<file path="src/rtl/stack_calc_engine_pkg.sv">
// Shared definitions for the stack calculation engine: opcode encoding and
// the two-input truth-table evaluator used by LUT and LUT_POP.
package calc_pkg;

  localparam int OP_W = 3;

  typedef enum logic [OP_W-1:0] {
    OP_NOP     = 3'd0,
    OP_PUSH    = 3'd1,
    OP_POP     = 3'd2,
    OP_WRITE   = 3'd3,
    OP_LUT     = 3'd4,
    OP_LUT_POP = 3'd5,
    OP_CLEAR   = 3'd6
  } calc_op_t;

  // Evaluate a 2-input truth table; index is {a,b}.
  function automatic logic lut2(input logic [3:0] lut, input logic a, input logic b);
    return lut[{a, b}];
  endfunction

endpackage

</file>
<file path="src/rtl/stack_calc_engine_channel.sv">
// One LIFO stack: DEPTH x WIDTH shift storage (entry 0 is the top) plus its
// occupancy counter. Entries at or below the occupancy are always zero, so a
// pop shifts a zero in from the bottom and an empty stack reads top=0.
// With STACK_CALC_DBG_EN defined, a flat view of the storage is exported.
module stack_channel
  import calc_pkg::*;
#(
  parameter int DEPTH = 6,
  parameter int WIDTH = 1,
  parameter int CNT_W = $clog2(DEPTH + 1)
) (
  input  logic             clk,
  input  logic             reset,
  input  logic             push,
  input  logic             pop,
  input  logic             wr,
  input  logic [WIDTH-1:0] wr_data,
  input  logic             clr,
  output logic [WIDTH-1:0] top,
  output logic [WIDTH-1:0] second,
  output logic [CNT_W-1:0] depth,
  output logic             full,
  output logic             empty
`ifdef STACK_CALC_DBG_EN
  ,output logic [DEPTH*WIDTH-1:0] view
`endif
);

  logic [WIDTH-1:0] ent [DEPTH];
  logic [CNT_W-1:0] cnt;

  // Storage and occupancy update; clear wins, pop may also rewrite the new top.
  always_ff @(posedge clk or negedge reset) begin
    if (!reset) begin
      for (int k = 0; k < DEPTH; k++) ent[k] <= '0;
      cnt <= '0;
    end else if (clr) begin
      for (int k = 0; k < DEPTH; k++) ent[k] <= '0;
      cnt <= '0;
    end else if (push) begin
      ent[0] <= wr_data;
      for (int k = 1; k < DEPTH; k++) ent[k] <= ent[k-1];
      cnt <= cnt + CNT_W'(1);
    end else if (pop) begin
      for (int k = 0; k < DEPTH - 1; k++) ent[k] <= ent[k+1];
      ent[DEPTH-1] <= '0;
      if (wr) ent[0] <= wr_data;
      cnt <= cnt - CNT_W'(1);
    end else if (wr) begin
      ent[0] <= wr_data;
    end
  end

  assign top    = ent[0];
  assign second = ent[1];
  assign depth  = cnt;
  assign full   = (cnt == CNT_W'(DEPTH));
  assign empty  = (cnt == '0);

`ifdef STACK_CALC_DBG_EN
  for (genvar k = 0; k < DEPTH; k++) begin : g_view
    assign view[k*WIDTH +: WIDTH] = ent[k];
  end
`endif

endmodule

</file>
<file path="src/rtl/stack_calc_engine.sv">
// stack_calc_engine: NCH independent LIFO stacks driven by a valid/ready
// command stream, one registered response per command (1-cycle latency).
// Optional macro STACK_CALC_DBG_EN exports every stack entry on db_stacks.
module stack_calc_engine
  import calc_pkg::*;
#(
  parameter int DEPTH = 6,
  parameter int WIDTH = 1,
  parameter int NCH   = 2,
  parameter int CH_W  = (NCH > 1) ? $clog2(NCH) : 1,
  parameter int CNT_W = $clog2(DEPTH + 1)
) (
  input  logic             clk,
  input  logic             reset,
  input  logic             cmd_valid,
  output logic             cmd_ready,
  input  logic [OP_W-1:0]  cmd_op,
  input  logic [CH_W-1:0]  cmd_ch,
  input  logic [WIDTH-1:0] cmd_val,
  input  logic [3:0]       cmd_lut,
  output logic             rsp_valid,
  input  logic             rsp_ready,
  output logic [CH_W-1:0]  rsp_ch,
  output logic [WIDTH-1:0] rsp_top,
  output logic [CNT_W-1:0] rsp_depth,
  output logic             rsp_err,
  output logic [NCH-1:0]   err_sticky
`ifdef STACK_CALC_DBG_EN
  ,output logic [NCH*DEPTH*WIDTH-1:0] db_stacks
`endif
);

  logic [WIDTH-1:0] ch_top   [NCH];
  logic [WIDTH-1:0] ch_sec   [NCH];
  logic [CNT_W-1:0] ch_depth [NCH];
  logic [NCH-1:0]   ch_full, ch_empty;
  logic [NCH-1:0]   push_v, pop_v, wr_v, clr_v;

  logic             accept, ch_ok, op_err;
  logic             do_push, do_pop, do_wr, do_clr;
  logic [WIDTH-1:0] cur_top, cur_sec, wr_data, nxt_top;
  logic [WIDTH-1:0] lut_res, lutpop_res;
  logic [CNT_W-1:0] cur_d, nxt_d;
  logic             cur_full, cur_empty;

  assign cmd_ready = ~rsp_valid | rsp_ready;
  assign accept    = cmd_valid & cmd_ready;

  // Select the addressed channel, check preconditions and form the response.
  always_comb begin
    ch_ok     = (int'(cmd_ch) < NCH);
    cur_top   = '0;
    cur_sec   = '0;
    cur_d     = '0;
    cur_full  = 1'b0;
    cur_empty = 1'b1;
    for (int c = 0; c < NCH; c++) begin
      if (int'(cmd_ch) == c) begin
        cur_top   = ch_top[c];
        cur_sec   = ch_sec[c];
        cur_d     = ch_depth[c];
        cur_full  = ch_full[c];
        cur_empty = ch_empty[c];
      end
    end

    lut_res    = '0;
    lutpop_res = '0;
    for (int i = 0; i < WIDTH; i++) begin
      lut_res[i]    = lut2(cmd_lut, cmd_val[i], cur_top[i]);
      lutpop_res[i] = lut2(cmd_lut, cur_top[i], cur_sec[i]);
    end

    op_err  = 1'b0;
    do_push = 1'b0;
    do_pop  = 1'b0;
    do_wr   = 1'b0;
    do_clr  = 1'b0;
    wr_data = cmd_val;
    nxt_top = cur_top;
    nxt_d   = cur_d;

    case (cmd_op)
      OP_NOP: ;
      OP_PUSH: begin
        op_err  = cur_full;
        do_push = 1'b1;
        nxt_top = cmd_val;
        nxt_d   = cur_d + CNT_W'(1);
      end
      OP_POP: begin
        op_err  = cur_empty;
        do_pop  = 1'b1;
        nxt_top = cur_sec;
        nxt_d   = cur_d - CNT_W'(1);
      end
      OP_WRITE: begin
        op_err  = cur_empty;
        do_wr   = 1'b1;
        nxt_top = cmd_val;
      end
      OP_LUT: begin
        op_err  = cur_empty;
        do_wr   = 1'b1;
        wr_data = lut_res;
        nxt_top = lut_res;
      end
      OP_LUT_POP: begin
        op_err  = (cur_d < CNT_W'(2));
        do_pop  = 1'b1;
        do_wr   = 1'b1;
        wr_data = lutpop_res;
        nxt_top = lutpop_res;
        nxt_d   = cur_d - CNT_W'(1);
      end
      OP_CLEAR: begin
        do_clr  = 1'b1;
        nxt_top = '0;
        nxt_d   = '0;
      end
      default: op_err = 1'b1;
    endcase

    if (!ch_ok) op_err = 1'b1;

    // A rejected command leaves the stack untouched and reports its current view.
    if (op_err) begin
      do_push = 1'b0;
      do_pop  = 1'b0;
      do_wr   = 1'b0;
      do_clr  = 1'b0;
      nxt_top = cur_top;
      nxt_d   = cur_d;
    end
  end

  for (genvar c = 0; c < NCH; c++) begin : g_ch
    logic sel;
    assign sel      = accept && (cmd_ch == CH_W'(c));
    assign push_v[c] = sel & do_push;
    assign pop_v[c]  = sel & do_pop;
    assign wr_v[c]   = sel & do_wr;
    assign clr_v[c]  = sel & do_clr;

    stack_channel #(
      .DEPTH (DEPTH),
      .WIDTH (WIDTH),
      .CNT_W (CNT_W)
    ) u_stack (
      .clk     (clk),
      .reset   (reset),
      .push    (push_v[c]),
      .pop     (pop_v[c]),
      .wr      (wr_v[c]),
      .wr_data (wr_data),
      .clr     (clr_v[c]),
      .top     (ch_top[c]),
      .second  (ch_sec[c]),
      .depth   (ch_depth[c]),
      .full    (ch_full[c]),
      .empty   (ch_empty[c])
`ifdef STACK_CALC_DBG_EN
      ,.view   (db_stacks[c*DEPTH*WIDTH +: DEPTH*WIDTH])
`endif
    );
  end

  // Response register (held until drained) and per-channel sticky error.
  always_ff @(posedge clk or negedge reset) begin
    if (!reset) begin
      rsp_valid  <= 1'b0;
      rsp_ch     <= '0;
      rsp_top    <= '0;
      rsp_depth  <= '0;
      rsp_err    <= 1'b0;
      err_sticky <= '0;
    end else begin
      if (accept) begin
        rsp_valid <= 1'b1;
        rsp_ch    <= cmd_ch;
        rsp_top   <= nxt_top;
        rsp_depth <= nxt_d;
        rsp_err   <= op_err;
        for (int c = 0; c < NCH; c++) begin
          if (ch_ok && int'(cmd_ch) == c) begin
            if (do_clr)      err_sticky[c] <= 1'b0;
            else if (op_err) err_sticky[c] <= 1'b1;
          end
        end
      end else if (rsp_ready) begin
        rsp_valid <= 1'b0;
      end
    end
  end

endmodule

</file>
<file path="config.mk">
export PLATFORM = sky130hd
export DESIGN_NAME = stack_calc_engine
export DESIGN_NICKNAME = d
export VERILOG_FILES = /design/src/rtl/stack_calc_engine_pkg.sv /design/src/rtl/stack_calc_engine_channel.sv /design/src/rtl/stack_calc_engine.sv
export SDC_FILE = /design/constraint.sdc
export NUM_CORES = 1
export LEC_CHECK = 0
export CORE_ASPECT_RATIO = 1.4
export CORE_MARGIN = 8
export CORE_UTILIZATION = 50
export CTS_BUF_LIST = sky130_fd_sc_hd__clkbuf_2
export DETAILED_ROUTE_END_ITERATION = 8
export PLACE_DENSITY = 0.72
export SLEW_MARGIN = 30
export SYNTH_ARGS = -nofsm -noshare
export SYNTH_HDL_FRONTEND = slang
export SYNTH_HIERARCHICAL = 1
export SYNTH_SLANG_ARGS = --single-unit
</file>
<file path="constraint.sdc">
create_clock -name clk -period 3.4 [get_ports clk]
set_clock_uncertainty 0.15 [all_clocks]
set_input_delay 0.68 -clock clk [delete_from_list [all_inputs] [get_ports clk]]
set_output_delay 0.68 -clock clk [all_outputs]
set_load 0.005 [all_outputs]
</file>
==> results.md <==
- Clk pwr share: 0.109
- Area leader, netlist: dfrtp_1
- TritonCTS Sinks: 27
- Fin. Hold Viols: 0
- Top cells by area, synth: dfrtp_1 34%, mux2i_1 6.1%, mux2_4 6.1%
- Relative slew slack: 0.7641
- Largest net degree at the start of global routing: 28
- Hold Path Depth: 2
- Tcrit/Tclk final: 0.8690
- CTS tree: done
- Antenna violations before repair: 0
- Most common cell in the synthesized netlist: dfrtp_1
- Post-CTS sizing: 0
- Gr ovfl total: 0
- Gate power share: 0.462
- Hold worst-path end: rsp_ch
- IO Count: 23
- Final core occ: 0.5987
- Seq pwr share: 0.429
- Total core area: 3885 um2
- Initial core utilization: 0.5105
- Total power: 1.145 mW
- DIE HEIGHT: 90.52 um
- Clk_lat worst skew: 0.35 ns
- Max Cap Viol: 0
- Syn Nets: 210
- Hpwl dp: 3612 um
- Max VDD drop: 0.0003466 V
- Hold path startpoint: rsp_ch
- Final setup viols: 0
- Iter 0 DRT Violations: 129
- DRC violations left: 0
- Flops & latches, synth: 27
- Int Power: 719.0 uW
- Nature of the critical path startpoint: primary input
- Worst setup path class: in2reg
- Worst-path clk slew: 0.24 ns
- Cell Area, Synth: 1983 um2
- DP Worst Slack: 0.07949 ns
- Hold_buf cts: 0
- Cell count of the worst reg-to-reg path: 10
- Sw frac: 0.3719
- Power density over the cells: 492.2 nW/um2
- Crit path max fanout: 8
- Post-route ant nets: 0
- Fin. max-slew vios: 0
- Yosys warns: 6
- Max Buffers Root-to-Sink: 2
- First-pass GRT wire length: 7893 um
- Clock buffer count from CTS: 3
- Worst endpoint data arrival time: 3.10 ns
- Final min period: 2.955 ns
- Routed len/inst: 16.81 um
- GP Congestion: 0.9506
- Register area share after synthesis: 0.3407
- Switching power: 425.7 uW
- N_diodes: 0
- Filler cells: 333
- H-tree levels: 1
- RR Endpoint: g_ch[1].u_stack/ent[1]
- Cells after Synth: 194
- Post-synth EDFFs: 0
- First-pass DRT Iterations: 4
- Buffers on Ports: 22
- Final WL: 4506 um
- P&R area growth vs syn: 17.29%
- Min setup slack post-route: 0.4454 ns
- Synth top cells by count: 27 x dfrtp_1, 22 x nor2_1, 13 x nand2_1
- Die Area: 6266 um2
- Reg2Reg Setup Slack: 0.73 ns
- Row cnt: 27
- Root buf cell: clkbuf_2
- Via-per-instance ratio: 5.728
- Worst R2R Start: g_ch[0].u_stack/depth[2]
- Setup TNS: 0 ns
- Critical path endpoint category: flip-flop
- Number of global-route vias before repair: 1,696
- Leak: 1.058 nW
- Vias: 1,535
- FMAX: 0.3385 GHz
- Die X: 69.23 um
- Required time of the critical path: 3.55 ns
- Overall Global Routing Usage: 0.1478
- Final nets: 242
- Outcome: completed
- HP Class: reg2reg
- Top-area cell type share of the netlist area: 0.3407
- Syn_area_per_cell: 10.22 um2
- Primary FF master, synth: dfrtp_1
- WHS: 0.3636 ns
- Number of setup buffers added after CTS: 0
- Worst slew pin tran: 0.3539 ns
- Post-synth cell types: 46
- Layout cells sized above 1: 0.2356
- Post-synth ARST share: 1.000
- RSZ-0062 raised after global routing: false
per-layer routing:
metal | GRT usage | vias to the layer above | part of all wire
li1 | - | 745 | -
met1 | 0.1613 | 758 | 0.41
met2 | 0.2699 | 24 | 0.54
met3 | 0.02530 | 8 | 0.026
met4 | 0.06175 | 0 | 0.023
met5 | 0 | - | 0
power by group through the flow:
| stage | Clock (mW) | Sequential [mW] | Combinational, mW |
|---|---|---|---|
| floorplan | 0 | 0.475 | 0.367 |
| global placement | 0 | 0.496 | 0.518 |
| detailed placement | 0 | 0.497 | 0.530 |
| CTS | 0.133 | 0.490 | 0.534 |
| global route | 0.144 | 0.503 | 0.588 |
| finish | 0.124 | 0.492 | 0.529 |
worst max-delay path by stage:
stage	startpoint	endpoint	slack, ns	cells past startpoint
final	cmd_op[2]	rsp_depth[2]	0.45	10
after global routing	cmd_op[2]	rsp_depth[2]	0.35	10
after CTS	cmd_op[2]	rsp_depth[2]	0.48	10
after detailed placement	cmd_op[2]	rsp_depth[2]	0.08	10
after global placement	cmd_op[2]	rsp_depth[2]	0.11	10
after floorplan	cmd_op[2]	g_ch[1].u_stack/depth[1]	0.53	9
registers in the layout, indices dropped and copies added (netlist names):
signal	count
err_sticky	2
g_ch.u_stack/depth	6
g_ch.u_stack/ent	8
g_ch.u_stack/second	2
g_ch.u_stack/top	2
rsp_ch	1
rsp_depth	3
rsp_err	1
rsp_top	1
rsp_valid	1
cell type report:
cell class	instances	area, um2	area share
well taps	43	53.80	0.02313
inverters	7	26.28	0.01130
repair buffers	39	347.8	0.1495
flip-flops and latches	27	675.6	0.2905
clock buffers	4	20.02	0.008607
multi-input cells	148	1202	0.5169
worst max-delay path: stages:
cell and delay (ns):
clkdlybuf4s50_1 0.63, nor2b_1 0.16, nand2b_1 0.15, and2_1 0.20
inv_1 0.08, fa_1 0.47, xnor3_1 0.35, o22ai_1 0.16
a21oi_1 0.09, a21oi_1 0.14
cell usage in the layout, fill, tap and decap left out, types with 2 or more instances in the layout:
| cell | synthesis | final |
|---|---|---|
| dfrtp_1 | 27 | 27 |
| nor2_1 | 22 | 22 |
| clkdlybuf4s50_1 | 0 | 22 |
| buf_4 | 1 | 17 |
| nand2_1 | 13 | 13 |
| mux2i_1 | 12 | 12 |
| a21oi_1 | 11 | 11 |
| nor3_1 | 10 | 10 |
| nand2b_1 | 8 | 8 |
| mux2_4 | 8 | 8 |
| inv_1 | 7 | 7 |
| nor3b_2 | 5 | 5 |
| nor2b_1 | 4 | 4 |
| clkbuf_2 | 0 | 4 |
| a211oi_1 | 4 | 4 |
| mux2_2 | 3 | 3 |
| and2_1 | 3 | 3 |
| nand3_1 | 3 | 3 |
| xnor2_1 | 3 | 3 |
| fa_1 | 3 | 3 |
| mux2i_4 | 2 | 2 |
| o21ai_0 | 2 | 2 |
| a211oi_2 | 2 | 2 |
| o21ai_1 | 2 | 2 |
| nor4_2 | 0 | 2 |
| a31oi_1 | 2 | 2 |
| and3_1 | 2 | 2 |
| nor3b_1 | 2 | 2 |
| nand3b_4 | 2 | 2 |
| a21o_1 | 2 | 2 |
| nor2_4 | 2 | 2 |
stage by stage:
step | area [um2] | instances
final | 2326 | 268
after global routing | 2326 | 268
after CTS | 2326 | 268
after detailed placement | 2306 | 264
after global placement | 2306 | 264
after floorplan | 1983 | 194
cell families (layout without fill, tap and decap cells):
kind of cell,count (synthesis),in the layout,synth area share
muxes,27,27,0.1811
and+or+nand+nor,80,80,0.2379
xor gates and xnor gates,4,4,0.02461
adders and majority gates,3,3,0.03029
AOI/OAI and AO/OA,34,34,0.1262
buffers and inverters,19,50,0.05931
DFF,27,27,0.3407
Power figures use the tool's default switching activity.
